File: src/rtl/s_machine_pkg.sv
// -----------------------------------------------------------------------------
// s_machine_pkg
// Shared types and constants for the S-Machine shared-unit arbiters.
//   state_t      : arbiter FSM state (IDLE, ISSUE, WAIT)
//   DEF_NUM_REQ  : default requester count
//   DEF_CNT_W    : default completed-operation counter width
//   DEF_PTR_W    : round-robin pointer width for DEF_NUM_REQ
//   ptr_width()  : pointer width for any requester count (never below 1)
// -----------------------------------------------------------------------------
package s_machine_pkg;

   typedef enum logic [1:0] {
      IDLE  = 2'd0,
      ISSUE = 2'd1,
      WAIT  = 2'd2
   } state_t;

   localparam int DEF_NUM_REQ = 4;
   localparam int DEF_CNT_W   = 8;
   localparam int DEF_PTR_W   = $clog2(DEF_NUM_REQ);

   function automatic int ptr_width(input int num_req);
      return (num_req > 1) ? $clog2(num_req) : 1;
   endfunction

endpackage

File: src/rtl/s_machine_arbiter_rr_pick.sv
// -----------------------------------------------------------------------------
// rr_pick
// Combinational round-robin picker. Searches upward from i_ptr for the first
// set request, wrapping to the lowest index.
//   i_req    [NUM_REQ] : request vector
//   i_ptr    [PTR_W]   : highest-priority index this round
//   o_onehot [NUM_REQ] : one-hot winner (0 when nothing requested)
//   o_valid            : at least one request set
//   o_idx    [PTR_W]   : binary index of the winner
// -----------------------------------------------------------------------------
module rr_pick
   import s_machine_pkg::*;
#(
   parameter int NUM_REQ = DEF_NUM_REQ,
   parameter int PTR_W   = ptr_width(NUM_REQ)
) (
   input  logic [NUM_REQ-1:0] i_req,
   input  logic [PTR_W-1:0]   i_ptr,
   output logic [NUM_REQ-1:0] o_onehot,
   output logic               o_valid,
   output logic [PTR_W-1:0]   o_idx
);

   always_comb begin : pick
      logic [PTR_W-1:0] w_j;
      logic             w_found;
      // NOTE: every output and local gets a default first, so no path through
      // the block leaves a value unassigned and no latch is inferred.
      o_onehot = '0;
      o_valid  = 1'b0;
      o_idx    = '0;
      w_found  = 1'b0;
      w_j      = '0;
      for (int i = 0; i < NUM_REQ; i++) begin
         // Candidate index rotates from the pointer and wraps modulo NUM_REQ,
         // which also covers non-power-of-two requester counts.
         w_j = PTR_W'((int'(i_ptr) + i) % NUM_REQ);
         if (!w_found && i_req[w_j]) begin
            w_found       = 1'b1;
            o_valid       = 1'b1;
            o_onehot[w_j] = 1'b1;
            o_idx         = w_j;
         end
      end
   end

endmodule

File: src/rtl/s_machine_arbiter.sv
// -----------------------------------------------------------------------------
// s_machine_arbiter
// Round-robin scheduler sharing the S-Machine start/done execution unit among
// NUM_REQ requesters. One grant at a time: IDLE -> ISSUE (start pulse) ->
// WAIT (until done) -> IDLE with a one-cycle ack. All outputs registered.
//
// Optional feature macro: S_MACHINE_ARB_TIMEOUT_EN
//   When defined, a watchdog aborts a WAIT lasting TIMEOUT cycles without
//   done (timeout pulse, no ack, count unchanged). When undefined, WAIT holds
//   indefinitely and o_timeout is tied low.
//
// Ports:
//   clk                 : clock, all state on rising edge
//   rst_n               : asynchronous active-low reset
//   i_enable            : permits new grants; never aborts an operation
//   i_req     [NUM_REQ] : level requests, held until ack
//   o_grant   [NUM_REQ] : one-hot grant, high from ISSUE through WAIT
//   o_start             : one-cycle start pulse to the execution unit
//   i_done              : completion from the unit, sampled only in WAIT
//   o_ack     [NUM_REQ] : one-cycle one-hot ack on completion
//   o_busy              : state is not IDLE
//   o_count   [CNT_W]   : completed operations, wraps modulo 2^CNT_W
//   o_timeout           : one-cycle watchdog abort pulse
// -----------------------------------------------------------------------------
module s_machine_arbiter
   import s_machine_pkg::*;
#(
   parameter int NUM_REQ = DEF_NUM_REQ,
   parameter int CNT_W   = DEF_CNT_W,
   parameter int TIMEOUT = 255
) (
   input  logic               clk,
   input  logic               rst_n,
   input  logic               i_enable,
   input  logic [NUM_REQ-1:0] i_req,
   output logic [NUM_REQ-1:0] o_grant,
   output logic               o_start,
   input  logic               i_done,
   output logic [NUM_REQ-1:0] o_ack,
   output logic               o_busy,
   output logic [CNT_W-1:0]   o_count,
   output logic               o_timeout
);

   localparam int PTR_W = ptr_width(NUM_REQ);

   state_t             r_state;
   state_t             w_state_nxt;
   logic [NUM_REQ-1:0] r_grant,   w_grant_nxt;
   logic [NUM_REQ-1:0] r_ack,     w_ack_nxt;
   logic               r_start,   w_start_nxt;
   logic               r_busy,    w_busy_nxt;
   logic               r_timeout, w_timeout_nxt;
   logic [CNT_W-1:0]   r_count,   w_count_nxt;
   logic [PTR_W-1:0]   r_ptr,     w_ptr_nxt;
   logic [PTR_W-1:0]   r_idx,     w_idx_nxt;

   logic [NUM_REQ-1:0] w_win_onehot;
   logic               w_win_valid;
   logic [PTR_W-1:0]   w_win_idx;
   logic               w_go;
   logic [PTR_W-1:0]   w_ptr_after;
   logic               w_abort;

   rr_pick #(
      .NUM_REQ (NUM_REQ),
      .PTR_W   (PTR_W)
   ) u_pick (
      .i_req    (i_req),
      .i_ptr    (r_ptr),
      .o_onehot (w_win_onehot),
      .o_valid  (w_win_valid),
      .o_idx    (w_win_idx)
   );

   assign w_go = (r_state == IDLE) && i_enable && w_win_valid;

   // Priority moves to the requester just past the current winner, so a
   // continuously requesting winner cannot starve the others.
   assign w_ptr_after = (r_idx == PTR_W'(NUM_REQ - 1)) ? '0 : r_idx + PTR_W'(1);

`ifdef S_MACHINE_ARB_TIMEOUT_EN
   localparam int WDOG_W = $clog2(TIMEOUT + 1);

   logic [WDOG_W-1:0] r_wdog, w_wdog_nxt, w_wdog_inc;

   assign w_wdog_inc = r_wdog + WDOG_W'(1);

   // Abort on the WAIT cycle whose increment would reach the limit; done in
   // that same cycle takes precedence because it is checked here too.
   assign w_abort = (r_state == WAIT) && !i_done && (w_wdog_inc == WDOG_W'(TIMEOUT));

   always_comb begin
      w_wdog_nxt = r_wdog;
      if (r_state == ISSUE) begin
         w_wdog_nxt = '0;
      end else if ((r_state == WAIT) && !i_done) begin
         w_wdog_nxt = w_wdog_inc;
      end
   end

   always_ff @(posedge clk or negedge rst_n) begin
      if (!rst_n) begin
         r_wdog <= '0;
      end else begin
         r_wdog <= w_wdog_nxt;
      end
   end
`else
   assign w_abort = 1'b0;
`endif

   // State register.
   always_ff @(posedge clk or negedge rst_n) begin
      if (!rst_n) begin
         r_state <= IDLE;
      end else begin
         // NOTE: non-blocking assignments so every register in the design
         // samples pre-edge values regardless of process ordering.
         r_state <= w_state_nxt;
      end
   end

   // Next-state logic.
   always_comb begin
      w_state_nxt = r_state;
      case (r_state)
         IDLE:    if (w_go) w_state_nxt = ISSUE;
         ISSUE:   w_state_nxt = WAIT;
         WAIT:    if (i_done || w_abort) w_state_nxt = IDLE;
         default: w_state_nxt = IDLE;
      endcase
   end

   // Output logic: computes next values of the registered outputs.
   always_comb begin
      w_grant_nxt   = r_grant;
      w_idx_nxt     = r_idx;
      w_ptr_nxt     = r_ptr;
      w_count_nxt   = r_count;
      w_start_nxt   = 1'b0;
      w_ack_nxt     = '0;
      w_timeout_nxt = 1'b0;
      case (r_state)
         IDLE: begin
            if (w_go) begin
               w_grant_nxt = w_win_onehot;
               w_idx_nxt   = w_win_idx;
               w_start_nxt = 1'b1;
            end
         end
         WAIT: begin
            if (i_done) begin
               w_ack_nxt   = r_grant;
               w_count_nxt = r_count + CNT_W'(1);
               w_ptr_nxt   = w_ptr_after;
               w_grant_nxt = '0;
            end else if (w_abort) begin
               w_timeout_nxt = 1'b1;
               w_ptr_nxt     = w_ptr_after;
               w_grant_nxt   = '0;
            end
         end
         default: ;
      endcase
      w_busy_nxt = (w_state_nxt != IDLE);
   end

   always_ff @(posedge clk or negedge rst_n) begin
      if (!rst_n) begin
         r_grant   <= '0;
         r_idx     <= '0;
         r_ptr     <= '0;
         r_count   <= '0;
         r_start   <= 1'b0;
         r_ack     <= '0;
         r_busy    <= 1'b0;
         r_timeout <= 1'b0;
      end else begin
         r_grant   <= w_grant_nxt;
         r_idx     <= w_idx_nxt;
         r_ptr     <= w_ptr_nxt;
         r_count   <= w_count_nxt;
         r_start   <= w_start_nxt;
         r_ack     <= w_ack_nxt;
         r_busy    <= w_busy_nxt;
         r_timeout <= w_timeout_nxt;
      end
   end

   assign o_grant   = r_grant;
   assign o_start   = r_start;
   assign o_ack     = r_ack;
   assign o_busy    = r_busy;
   assign o_count   = r_count;
   assign o_timeout = r_timeout;

endmodule

File: config.mk
export PLATFORM = sky130hd
export DESIGN_NAME = s_machine_arbiter
export DESIGN_NICKNAME = d
export VERILOG_FILES = /design/src/rtl/s_machine_pkg.sv /design/src/rtl/s_machine_arbiter_rr_pick.sv /design/src/rtl/s_machine_arbiter.sv
export SDC_FILE = /design/constraint.sdc
export NUM_CORES = 1
export LEC_CHECK = 0
export ABC_AREA = 1
export CORE_ASPECT_RATIO = 2
export CORE_MARGIN = 2
export CORE_UTILIZATION = 25
export DETAILED_ROUTE_END_ITERATION = 8
export GPL_TIMING_DRIVEN = 0
export PLACE_DENSITY = 0.44
export SLEW_MARGIN = 10
export SYNTH_ARGS = -nofsm -noshare
export SYNTH_HDL_FRONTEND = slang
export SYNTH_SLANG_ARGS = --single-unit
File: constraint.sdc
create_clock -name clk -period 3.4 [get_ports clk]
set_input_delay 0.51 -clock clk [delete_from_list [all_inputs] [get_ports clk]]
set_output_delay 0.51 -clock clk [all_outputs]
set_load 0.1 [all_outputs]
==> metrics.txt, run 1 <==
Boundary Pins 27; result of the run complete, no violations; Setup Total Neg Slack 0 ns; buffering stage count on the worst path with inverters included 1; worst relative slew slack 27.2%; number of buffers on the longest clock path 2; post-synthesis instance area roughly 1500 um2; hold crit path type flip-flop to flip-flop; yosys warns 0; final worst-path cycle share 68.4%; clk_lat worst skew 0.25 ns; first-pass GRT wire length 5700 um; Worst Setup Path Type flip-flop to output port; Site Rows 39; number of failing hold endpoints at the final stage 0; share of post-route cells with drive strength above 1 11.6%; delay of the slowest critical-path stage around 1.2 ns; sequential share of the synthesized area 41.3%; Initial DRC Count 46; count of filler cells inserted in the layout 607; critical-path cell with the highest stage delay sky130_fd_sc_hd__clkdlybuf4s50_1; area inside the core boundary 5660 um2; clock skew after layout 0.00373 ns; CTS tree done; initial standard-cell utilization of the core about 26%; half-perimeter wire length of the detailed placement result 2650 um; number of distinct library cells after synthesis 27; largest driver fanout on the critical path 4; data arrival time of the worst path 1.82 ns; number of antenna violations at the first check in global routing 0; max-slew violations 0; kind of launch point of the worst setup path flip-flop; number of non-filler instances in the completed layout 260; signed area change from the synthesized netlist to the final layout 28.6%; TritonCTS buffer count 3; measured slew at the worst slew-check pin 1.09 ns; Horiz. Die Dim 57.9 um; cells after synthesis 170; RSZ-0062 raised after global routing false; hold bufs inserted after CTS 0; average wire per cell in the routed design around 12 um; synthesized flop and latch total 24; total of cells resized after clock tree synthesis 0; input/output buffers 25; net count after synthesis 188; achievable frequency 0.430 GHz; most frequent standard cell in the layout excluding fill and tap cells sky130_fd_sc_hd__nand2_1; clock period minus final worst setup slack 2.33 ns; element type at the critical path end output port; overflow left after global routing 0; overall global routing resource usage 11.2%; mean instance size in the synthesized netlist between 8 and 9 um2; critical path required time ~2.9 ns; highest-count cells in the layout ignoring fill and taps sky130_fd_sc_hd__nand2_1, sky130_fd_sc_hd__clkdlybuf4s50_1, sky130_fd_sc_hd__dfrtp_1, sky130_fd_sc_hd__nand3_1, sky130_fd_sc_hd__inv_1; overall die height 112 um; vias after detailed routing 1197; DP Area 1780 um2; number of nets still failing antenna checks after routing 0; via count of the first global-routing pass 1190; total clock sinks 24; buffer count from post-CTS setup fixing 0; final antenna diode count 0; root buffer cell sky130_fd_sc_hd__clkbuf_16; family of cells with the greatest summed delay on the critical path buffers and inverters; average via count per standard cell 4.60; placer's final routability congestion estimate 0.763; cell area after layout 1870 um2; aggregate routed wire length between 3000 and 4000 um; Setup violations, final 0; Worst-path clk slew 0.06 ns; overall die area 6470 um2; number of optimization iterations in the first detailed-route pass 4; pin count of the biggest net entering global routing 25; DRC viols 0; layout net count 218; Max H-tree Level 1; cells along the critical path clkdlybuf4s50_1; dpl cells 256; number of maximum-capacitance violations 0
path summary, 6_finish.rpt:
kind	startpoint	endpoint	slack [ns]	depth (start not counted)
worst max register to register	r_ptr[1]$_DFFE_PN0P_	o_busy$_DFF_PN0_	1.31	10
min in group asynchronous	rst_n	o_count[3]$_DFFE_PN0P_	0.84	1
max in group asynchronous	rst_n	o_ack[3]$_DFF_PN0_	1.90	1
worst min register to register	o_count[7]$_DFFE_PN0P_	o_count[7]$_DFFE_PN0P_	0.47	1
worst min-delay path	o_count[7]$_DFFE_PN0P_	o_count[7]$_DFFE_PN0P_	0.47	1
worst max-delay path	o_count[0]$_DFFE_PN0P_	o_count[0]	1.07	1
through the flow:
| step | hold WS (ns) | util, % | setup WS (ns) |
|---|---|---|---|
| floorplan | 0.214 | - | 1.57 |
| global placement | 0.461 | 31.4 | 1.07 |
| detailed placement | 0.462 | 31.4 | 1.08 |
| CTS | 0.475 | 33.0 | 1.06 |
| global route | 0.513 | 33.0 | 1.03 |
| finish | 0.471 | 33.0 | 1.07 |
per-layer routing:
| layer | part of all wire [%] | global-route usage (%) |
|---|---|---|
| met5 | 0 | 0 |
| met4 | 1.7 | 4.65 |
| met3 | 2.7 | 0.813 |
| met2 | 60 | 21.6 |
| met1 | 36 | 11.6 |
layout make-up:
| class | instances | area [um2] | share of cell area, % |
|---|---|---|---|
| Timing Repair Buffer | 25 | 250 | 13.4 |
| Tap cell | 61 | 76.3 | 4.09 |
| Inverter | 17 | 73.8 | 3.95 |
| Sequential cell | 24 | 601 | 32.2 |
| Clock buffer | 4 | 88.8 | 4.76 |
| Buffer | 3 | 26.3 | 1.41 |
| Multi-Input combinational cell | 126 | 752 | 40.3 |
cells by family after synthesis:
family                   synth area share [%]
AND/OR/NAND/NOR                          33.7
flip-flops                               41.3
buffers and inverters                    6.89
AO/OA/AOI/OAI                            5.00
adder cells (fa/ha/maj)                  8.61
XOR/XNOR                                 4.22
other                                   0.258
synthesized netlist by cell type:
master | instances | share of area [%]
sky130_fd_sc_hd__ha_1 | 10 | 8.6
sky130_fd_sc_hd__nor2_1 | 7 | 1.8
sky130_fd_sc_hd__inv_4 | 1 | 0.43
sky130_fd_sc_hd__nor2_2 | 1 | 0.43
sky130_fd_sc_hd__nor2_4 | 1 | 0.78
sky130_fd_sc_hd__nand3_1 | 22 | 7.6
sky130_fd_sc_hd__o31ai_1 | 1 | 0.52
sky130_fd_sc_hd__nand2_4 | 3 | 2.3
sky130_fd_sc_hd__inv_8 | 1 | 0.78
sky130_fd_sc_hd__buf_4 | 2 | 1.0
sky130_fd_sc_hd__nor3b_1 | 1 | 0.52
sky130_fd_sc_hd__conb_1 | 1 | 0.26
sky130_fd_sc_hd__xnor2_1 | 2 | 1.2
sky130_fd_sc_hd__a21oi_1 | 5 | 1.7
sky130_fd_sc_hd__nand2_1 | 42 | 11
sky130_fd_sc_hd__dfrtp_1 | 24 | 41
sky130_fd_sc_hd__nand4_1 | 8 | 3.4
sky130_fd_sc_hd__nor3_1 | 1 | 0.34
sky130_fd_sc_hd__o21ai_0 | 2 | 0.69
sky130_fd_sc_hd__xor2_1 | 5 | 3.0
sky130_fd_sc_hd__a21boi_0 | 4 | 2.1
sky130_fd_sc_hd__inv_1 | 15 | 3.9
sky130_fd_sc_hd__nand2_2 | 6 | 2.6
sky130_fd_sc_hd__or2_1 | 1 | 0.43
sky130_fd_sc_hd__buf_6 | 1 | 0.78
sky130_fd_sc_hd__nand3_2 | 2 | 1.4
sky130_fd_sc_hd__nand3_4 | 1 | 1.2
sequential cells by signal, indices dropped and copies added (netlist names):
| signal | flops |
|---|---|
| o_grant | 4 |
| r_state | 2 |
| r_ptr | 2 |
| o_ack | 4 |
| r_idx | 2 |
| o_busy | 1 |
| o_count | 8 |
| o_start | 1 |
Power of run 1 is not shown: default switching activity piles up to over one toggle a cycle in this logic, so the estimate is an artifact.
==> run 2: changes to the inputs <==
==> constraint.sdc (replaced) <==
create_clock -name clk -period 2.3 [get_ports clk]
set_input_delay 0.345 -clock clk [delete_from_list [all_inputs] [get_ports clk]]
set_output_delay 0.345 -clock clk [all_outputs]
set_load 0.1 [all_outputs]
==> results of run 2 <==
The final DEF is identical to that of run 1. Status: complete, no violations.
Among the figures that moved: setup slack after placement 1.08 ns -> 0.150 ns; setup slack after layout 1.07 ns -> 0.138 ns; register-to-register setup slack 1.31 ns -> 0.21 ns
Power of run 2 is left out for the same reason.
